===== config.mk =====
export PLATFORM = sky130hd
export DESIGN_NAME = alu_seq_flat
export DESIGN_NICKNAME = d
export VERILOG_FILES = /design/src/rtl/alu_seq_if.sv /design/src/rtl/alu_seq.sv /design/src/flat_wrapper.sv
export SDC_FILE = /design/constraint.sdc
export NUM_CORES = 1
export LEC_CHECK = 0
export CORE_MARGIN = 2
export CORE_UTILIZATION = 30
export CTS_CLUSTER_SIZE = 30
export DETAILED_ROUTE_END_ITERATION = 7
export PLACE_DENSITY = 0.56
export SLEW_MARGIN = 20
export SYNTH_ARGS = -nofsm -noshare
export SYNTH_HDL_FRONTEND = slang
export SYNTH_SLANG_ARGS = --single-unit

===== constraint.sdc =====
create_clock -name clk -period 4.4 [get_ports clk]
set_clock_uncertainty 0.2 [all_clocks]
set_input_delay 0.88 -clock clk [delete_from_list [all_inputs] [get_ports clk]]
set_output_delay 0.88 -clock clk [all_outputs]
set_load 0.01 [all_outputs]

===== src/rtl/alu_seq_if.sv =====
// Operand/result bundle between the controller and the multi-cycle ALU.
interface alu_seq_if #(
    parameter int unsigned W = 8
);
    logic         start;
    logic [2:0]   alu_cmd;
    logic [W-1:0] inA;
    logic [W-1:0] inB;
    logic         sc_i;
    logic         busy;
    logic         done;
    logic [W-1:0] rslt;
    logic         sc_o;
    logic         pari;
    logic         zero;

    modport master (
        output start, alu_cmd, inA, inB, sc_i,
        input  busy, done, rslt, sc_o, pari, zero
    );

    modport slave (
        input  start, alu_cmd, inA, inB, sc_i,
        output busy, done, rslt, sc_o, pari, zero
    );
endinterface


===== src/rtl/alu_seq.sv =====
// Multi-cycle ALU: single-cycle ops complete on the capture edge, shifts
// take one edge per bit and MUL runs a W-step shift-add loop. Results and
// carry are held in registers until the next op completes.
module alu_seq #(
    parameter int unsigned W  = 8,
    parameter int unsigned SW = $clog2(W)
) (
    input logic       clk,
    input logic       reset,
    alu_seq_if.slave  bus
);

    typedef enum logic [1:0] {
        S_IDLE,
        S_RUN,
        S_DONE
    } state_t;

    typedef enum logic [2:0] {
        OP_ADD  = 3'b000,
        OP_LSL  = 3'b001,
        OP_LSR  = 3'b010,
        OP_NAND = 3'b011,
        OP_SUB  = 3'b100,
        OP_MUL  = 3'b101,
        OP_XOR  = 3'b110,
        OP_RSVD = 3'b111
    } op_t;

    localparam logic [SW:0] MUL_STEPS = (SW+1)'(W);
    localparam logic [SW:0] LAST_STEP = (SW+1)'(1);

    state_t         state_q;
    op_t            op_q;
    logic           busy_q;
    logic           done_q;
    logic [W-1:0]   rslt_q;
    logic           sc_q;
    logic           cin_q;
    logic [W-1:0]   mcand_q;
    logic [2*W-1:0] acc_q;
    logic [SW:0]    cnt_q;

    logic [SW-1:0]  shamt;
    logic [W:0]     sum_d;
    logic [W-1:0]   res_d;
    logic           cout_d;
    logic           iter_d;
    logic [SW:0]    steps_d;

    logic [2*W-1:0] step_acc_d;
    logic           step_out_d;
    logic [W:0]     mul_sum_d;

    assign shamt = bus.inB[SW-1:0];

    // Decode the incoming command: single-cycle result, or iteration count for shifts/MUL.
    always_comb begin
        sum_d   = '0;
        res_d   = '0;
        cout_d  = 1'b0;
        iter_d  = 1'b0;
        steps_d = '0;
        case (op_t'(bus.alu_cmd))
            OP_ADD: begin
                sum_d = {1'b0, bus.inA} + {1'b0, bus.inB} + {{W{1'b0}}, bus.sc_i};
                {cout_d, res_d} = sum_d;
            end
            OP_SUB: begin
                sum_d = {1'b0, bus.inA} - {1'b0, bus.inB} + {{W{1'b0}}, bus.sc_i};
                {cout_d, res_d} = sum_d;
            end
            OP_LSL, OP_LSR: begin
                if (shamt != '0) begin
                    iter_d  = 1'b1;
                    steps_d = {1'b0, shamt};
                end else begin
                    res_d = bus.inA;
                end
            end
            OP_NAND: res_d = ~(bus.inA & bus.inB);
            OP_MUL: begin
                iter_d  = 1'b1;
                steps_d = MUL_STEPS;
            end
            OP_XOR:  res_d = bus.inA ^ bus.inB;
            default: res_d = '0;
        endcase
    end

    // One iteration of the captured op; shifts use the low half of acc_q,
    // MUL keeps {partial product, remaining multiplier bits} across all of it.
    always_comb begin
        step_acc_d = acc_q;
        step_out_d = 1'b0;
        mul_sum_d  = {1'b0, acc_q[2*W-1:W]} + (acc_q[0] ? {1'b0, mcand_q} : {(W+1){1'b0}});
        case (op_q)
            OP_LSL: begin
                step_acc_d[W-1:0] = {acc_q[W-2:0], cin_q};
                step_out_d        = acc_q[W-1];
            end
            OP_LSR: begin
                step_acc_d[W-1:0] = {cin_q, acc_q[W-1:1]};
                step_out_d        = acc_q[0];
            end
            OP_MUL:  step_acc_d = {mul_sum_d, acc_q[W-1:1]};
            default: step_acc_d = acc_q;
        endcase
    end

    // Control FSM with registered busy/done and result/carry registers.
    always_ff @(posedge clk) begin
        if (reset) begin
            state_q <= S_IDLE;
            op_q    <= OP_ADD;
            busy_q  <= 1'b0;
            done_q  <= 1'b0;
            rslt_q  <= '0;
            sc_q    <= 1'b0;
            cin_q   <= 1'b0;
            mcand_q <= '0;
            acc_q   <= '0;
            cnt_q   <= '0;
        end else begin
            case (state_q)
                S_RUN: begin
                    acc_q <= step_acc_d;
                    if (cnt_q != '0) begin
                        cnt_q <= cnt_q - 1'b1;
                    end
                    if (cnt_q == LAST_STEP) begin
                        state_q <= S_DONE;
                        busy_q  <= 1'b0;
                        done_q  <= 1'b1;
                        rslt_q  <= step_acc_d[W-1:0];
                        sc_q    <= (op_q == OP_MUL) ? |step_acc_d[2*W-1:W] : step_out_d;
                    end
                end
                default: begin
                    done_q <= 1'b0;
                    if (bus.start) begin
                        op_q    <= op_t'(bus.alu_cmd);
                        cin_q   <= bus.sc_i;
                        mcand_q <= bus.inA;
                        acc_q   <= (op_t'(bus.alu_cmd) == OP_MUL) ? {{W{1'b0}}, bus.inB}
                                                                  : {{W{1'b0}}, bus.inA};
                        cnt_q   <= steps_d;
                        if (iter_d) begin
                            state_q <= S_RUN;
                            busy_q  <= 1'b1;
                        end else begin
                            state_q <= S_DONE;
                            done_q  <= 1'b1;
                            rslt_q  <= res_d;
                            sc_q    <= cout_d;
                        end
                    end else begin
                        state_q <= S_IDLE;
                    end
                end
            endcase
        end
    end

    assign bus.busy = busy_q;
    assign bus.done = done_q;
    assign bus.rslt = rslt_q;
    assign bus.sc_o = sc_q;
    assign bus.pari = ^rslt_q;
    assign bus.zero = (rslt_q == '0);

endmodule


===== src/flat_wrapper.sv =====
// flat-port wrapper written by rule: the top's interface ports become plain ports
module alu_seq_flat 
#(
    parameter int unsigned W  = 8,
    parameter int unsigned SW = $clog2(W)
)
  (clk, reset, bus_start, bus_alu_cmd, bus_inA, bus_inB, bus_sc_i, bus_busy, bus_done, bus_rslt, bus_sc_o, bus_pari, bus_zero);
  alu_seq_if #(.W(W)) bus_i ();
  input logic clk;
  input logic reset;
  input wire logic [$bits(bus_i.start)-1:0] bus_start;
  input wire logic [$bits(bus_i.alu_cmd)-1:0] bus_alu_cmd;
  input wire logic [$bits(bus_i.inA)-1:0] bus_inA;
  input wire logic [$bits(bus_i.inB)-1:0] bus_inB;
  input wire logic [$bits(bus_i.sc_i)-1:0] bus_sc_i;
  output wire logic [$bits(bus_i.busy)-1:0] bus_busy;
  output wire logic [$bits(bus_i.done)-1:0] bus_done;
  output wire logic [$bits(bus_i.rslt)-1:0] bus_rslt;
  output wire logic [$bits(bus_i.sc_o)-1:0] bus_sc_o;
  output wire logic [$bits(bus_i.pari)-1:0] bus_pari;
  output wire logic [$bits(bus_i.zero)-1:0] bus_zero;
  assign bus_i.start = bus_start;
  assign bus_i.alu_cmd = bus_alu_cmd;
  assign bus_i.inA = bus_inA;
  assign bus_i.inB = bus_inB;
  assign bus_i.sc_i = bus_sc_i;
  assign bus_busy = bus_i.busy;
  assign bus_done = bus_i.done;
  assign bus_rslt = bus_i.rslt;
  assign bus_sc_o = bus_i.sc_o;
  assign bus_pari = bus_i.pari;
  assign bus_zero = bus_i.zero;
  alu_seq #(.W(W), .SW(SW)) u_core (.clk(clk), .reset(reset), .bus(bus_i));
endmodule

==> flow_summary_export.csv <==
group,metric,value,unit
placed_design,gp_congestion,0.903,
critical_path,rr_worst_depth,9,
detailed_routing,firstDrtPassIters,5,
cts,ctsHtreeMaxLevel,2,
detailed_routing,wl_met2,5290,um
detailed_routing,routed_wl,11900,um
sta,min_period,3.69,ns
detailed_routing,drt_iter0_markers,236,
placed_design,place_inst,702,
global_routing,grt_start_max_net_pins,28,
floorplan,io_pins,36,
sta,finalCritPeriodShare,83.8,%
worst_hold_path,min_to,"u_core.mcand_q[3]",
cts,clk_pin_slew,0.07,ns
critical_path,cp.depth,12,
worst_hold_path,hold_class,"reg2reg",
cts,cts_resized,0,
critical_path,worst_r2r_endpoint,"u_core.bus.sc_o",
critical_path,start_kind,"input pin",
critical_path,worstPathArrival,3.63,ns
cts,cts_tree,"done",
global_routing,grt_pass1_vias,3558,
cts,root_buffer,"clkbuf_16",
global_routing,antenna_found_initial,0,
logic_synthesis,synth_edf_count,0,
placed_design,io_buffers,35,
logic_synthesis,synth.avg_cell_area,7.53,um2
logic_synthesis,synthTopCellsByArea,"dfxtp_1 (23%), ha_1 (12%), a21oi_1 (5.6%)",
cts,clock-sinks,44,
finish,fin_cells,710,
floorplan,die-width,118,um
critical_path,critPathKind,"in2reg",
critical_path,reg2reg_slack,1.10,ns
finish,drive_gt1_share,4.65,%
power_and_ir_drop,vdd_drop_max,0.165,mV
floorplan,initial_core_util,30.8,%
floorplan,core_area,12700,um2
critical_path,path_cells,"clkdlybuf4s50_1 > inv_1 > ha_1 > inv_1 > ha_1 > fa_1 > a211oi_1 > nor2_1 > o21ai_0 > nor3_1 > o31ai_1 > a31oi_1",
detailed_routing,topRoutingLayerUsed,"met4",
critical_path,critical_path_peak_fanout,6,
sta,fin_tns_setup,0,ns
critical_path,cpPeakStageDelay,0.60,ns
run,max-cap-violations,0,
detailed_routing,wl_met1,5820,um
logic_synthesis,synth_fp_nets,585,
logic_synthesis,syn_area,3910,um2
logic_synthesis,synth_top_area_share,22.5,%
cts,insertion_delay,0.29,ns
global_routing,grt_overflow_total,0,
cts,cts.path.max_buffers,2,
logic_synthesis,synth_cell_type_count,63,
critical_path,r2r-start,"u_core.acc_q[0]",
placed_design,hpwl,9140,um
critical_path,cp.required,4.34,ns
global_routing,grt_util_all_layers,17.0,%
power_and_ir_drop,p_leak,1.86,nW
critical_path,path_delay_family,"adder cells",
sta,hold_ws,0.255,ns
logic_synthesis,ys_seq_area_share,22.5,%
finish,area_growth,16.9,%
worst_hold_path,hold_depth,2,
finish,num_antenna_cells,0,
critical_path,crit_buf_inv,3,
sta,rsz0062_at_grt,"false",
detailed_routing,drc_errors,0,
sta,slew_headroom,35.7,%
sta,tightest_slew,0.963,ns
run_status,outcome,"completed",
detailed_routing,postRouteAntennaNets,0,
detailed_routing,vias,3863,
worst_hold_path,min_from,"u_core.mcand_q[3]",
logic_synthesis,ys_async_sr_fraction,0,%
floorplan,die_area,14000,um2
logic_synthesis,synth_top_cell_by_area,"dfxtp_1",
sta,max_freq,271,MHz
cts,post-cts-setup-buffer-count,0,
critical_path,cpMaxStageDelayCell,"clkdlybuf4s50_1",
floorplan,rows,41,
detailed_routing,wire_per_inst,16.8,um
logic_synthesis,netlist_instances,519,
sta,setup_violations,0,
sta,slew_viol_final,0,
logic_synthesis,synthFlopType,"dfxtp_1",
logic_synthesis,yosys_warnings,0,
sta,finalHoldViolations,0,
global_routing,grt_pass1_wl,19300,um
critical_path,setup.worst_path.end_class,"register",
power_and_ir_drop,total_power,1.26,mW
detailed_routing,via_per_inst,5.44,
cts,cts_buffers,5,
detailed_routing,wl_met3,598,um
power_and_ir_drop,p_per_area,275,nW/um2
logic_synthesis,synth-seq-cells,44,
cts,holdBufCountCts,0,
finish,nets,603,
floorplan,die_h,118,um
## power breakdown
part,internal (mW),switching [mW],total (mW)
combinational,0.180,0.221,0.401
clock,0.226,0.168,0.394
sequential,0.424,0.0359,0.460
total,0.831,0.425,1.26
## per-layer routing
| metal | up-vias | global-route usage, % |
|---|---|---|
| li1 | 1918 | - |
| met1 | 1821 | 25.2 |
| met2 | 110 | 26.2 |
| met3 | 14 | 2.27 |
| met4 | 0 | 3.54 |
| met5 | - | 0 |
## logic make-up (layout without fill, tap and decap cells)
logic type	Yosys count	in the layout	share of synthesized area (%)
buf+inv	63	82	6.11
compound gates	178	178	30.6
mux	13	13	3.36
simple gates	165	165	19.9
xor+xnor	13	13	2.91
fa+ha+maj	43	43	14.5
flops	44	44	22.5
## how the worst max path moves through the flow
stage | slack, ns | end | from
after floorplan | 1.35 | u_core.bus.sc_o | u_core.acc_q[0]
after global placement | 0.55 | u_core.bus.rslt[6] | bus_inA[0]
after detailed placement | 0.43 | u_core.bus.rslt[6] | bus_inA[0]
after CTS | 0.74 | u_core.bus.rslt[6] | bus_inA[0]
after global routing | 0.50 | u_core.bus.rslt[6] | bus_inA[0]
final | 0.71 | u_core.bus.rslt[6] | bus_inA[0]
## worst min-delay path, stage by stage (launching register included)
cell,delay [ns]
dfxtp_1,0.31
nand2_1,0.05
a21oi_1,0.05
## area by class of cell
| class | instances | area [um2] |
|---|---|---|
| Inverter | 30 | 113 |
| Timing Repair Buffer | 44 | 418 |
| Clock buffer | 6 | 139 |
| Clock inverter | 2 | 15.0 |
| Sequential cell | 44 | 881 |
| Fill cell | 1353 | 8100 |
| Tap cell | 172 | 215 |
| Multi-Input combinational cell | 412 | 2790 |
## stage by stage
| step | cell area (um2) | utilization (%) | worst slack [ns] |
|---|---|---|---|
| 5_1_grt | 4570 | 36.1 | 0.498 |
| 3_5_place_dp | 4420 | 34.8 | 0.435 |
| 2_1_floorplan | 3910 | - | 1.35 |
| 3_3_place_gp | 4420 | 34.8 | 0.550 |
| 4_1_cts | 4570 | 36.1 | 0.741 |
| 6_report | 4570 | 36.1 | 0.712 |
## cell usage after synthesis, types with 2 or more instances
cell type  number
nor3b_1         5
o211a_1         2
and2_1         11
clkbuf_1       30
nand4_1         2
o22ai_1         9
a21oi_1        44
o21ai_1         7
or2_1           2
or3_1           5
a31oi_1         8
o21bai_1        5
xor2_1          6
buf_2           2
a211o_1         2
a21o_1          7
nor2b_1         5
a32oi_1         2
o31ai_1         2
nand2_1        54
a211oi_1       10
and3_1          3
nand2b_1        4
o211ai_1       23
nor3_1         10
a22oi_1        17
fa_1            4
a221oi_1        4
o21ba_2         2
o31a_1          2
xnor2_1         7
dfxtp_1        44
mux2i_1        12
o21ai_0        16
ha_1           39
inv_1          30
nor2_1         51
o21a_1          3
nand3_1         4
## state kept, by name, summed over array words and instances (netlist names)
| name | cells |
|---|---|
| u_core.acc_q | 16 |
| u_core.bus.busy | 1 |
| u_core.bus.done | 1 |
| u_core.bus.rslt | 8 |
| u_core.bus.sc_o | 1 |
| u_core.cin_q | 1 |
| u_core.cnt_q | 4 |
| u_core.mcand_q | 8 |
| u_core.op_q | 3 |
| u_core.state_q | 1 |
## cell usage in the layout (no fill, tap or decap), types with 10 or more instances in the layout
cell type / count
o21ai_0: 16
a211oi_1: 10
ha_1: 39
a21oi_1: 44
clkdlybuf4s50_1: 35
o211ai_1: 23
mux2i_1: 12
nand2_1: 54
nor3_1: 10
inv_1: 30
and2_1: 11
dfxtp_1: 44
nor2_1: 51
a22oi_1: 17
(Power assumes the default switching activity.)
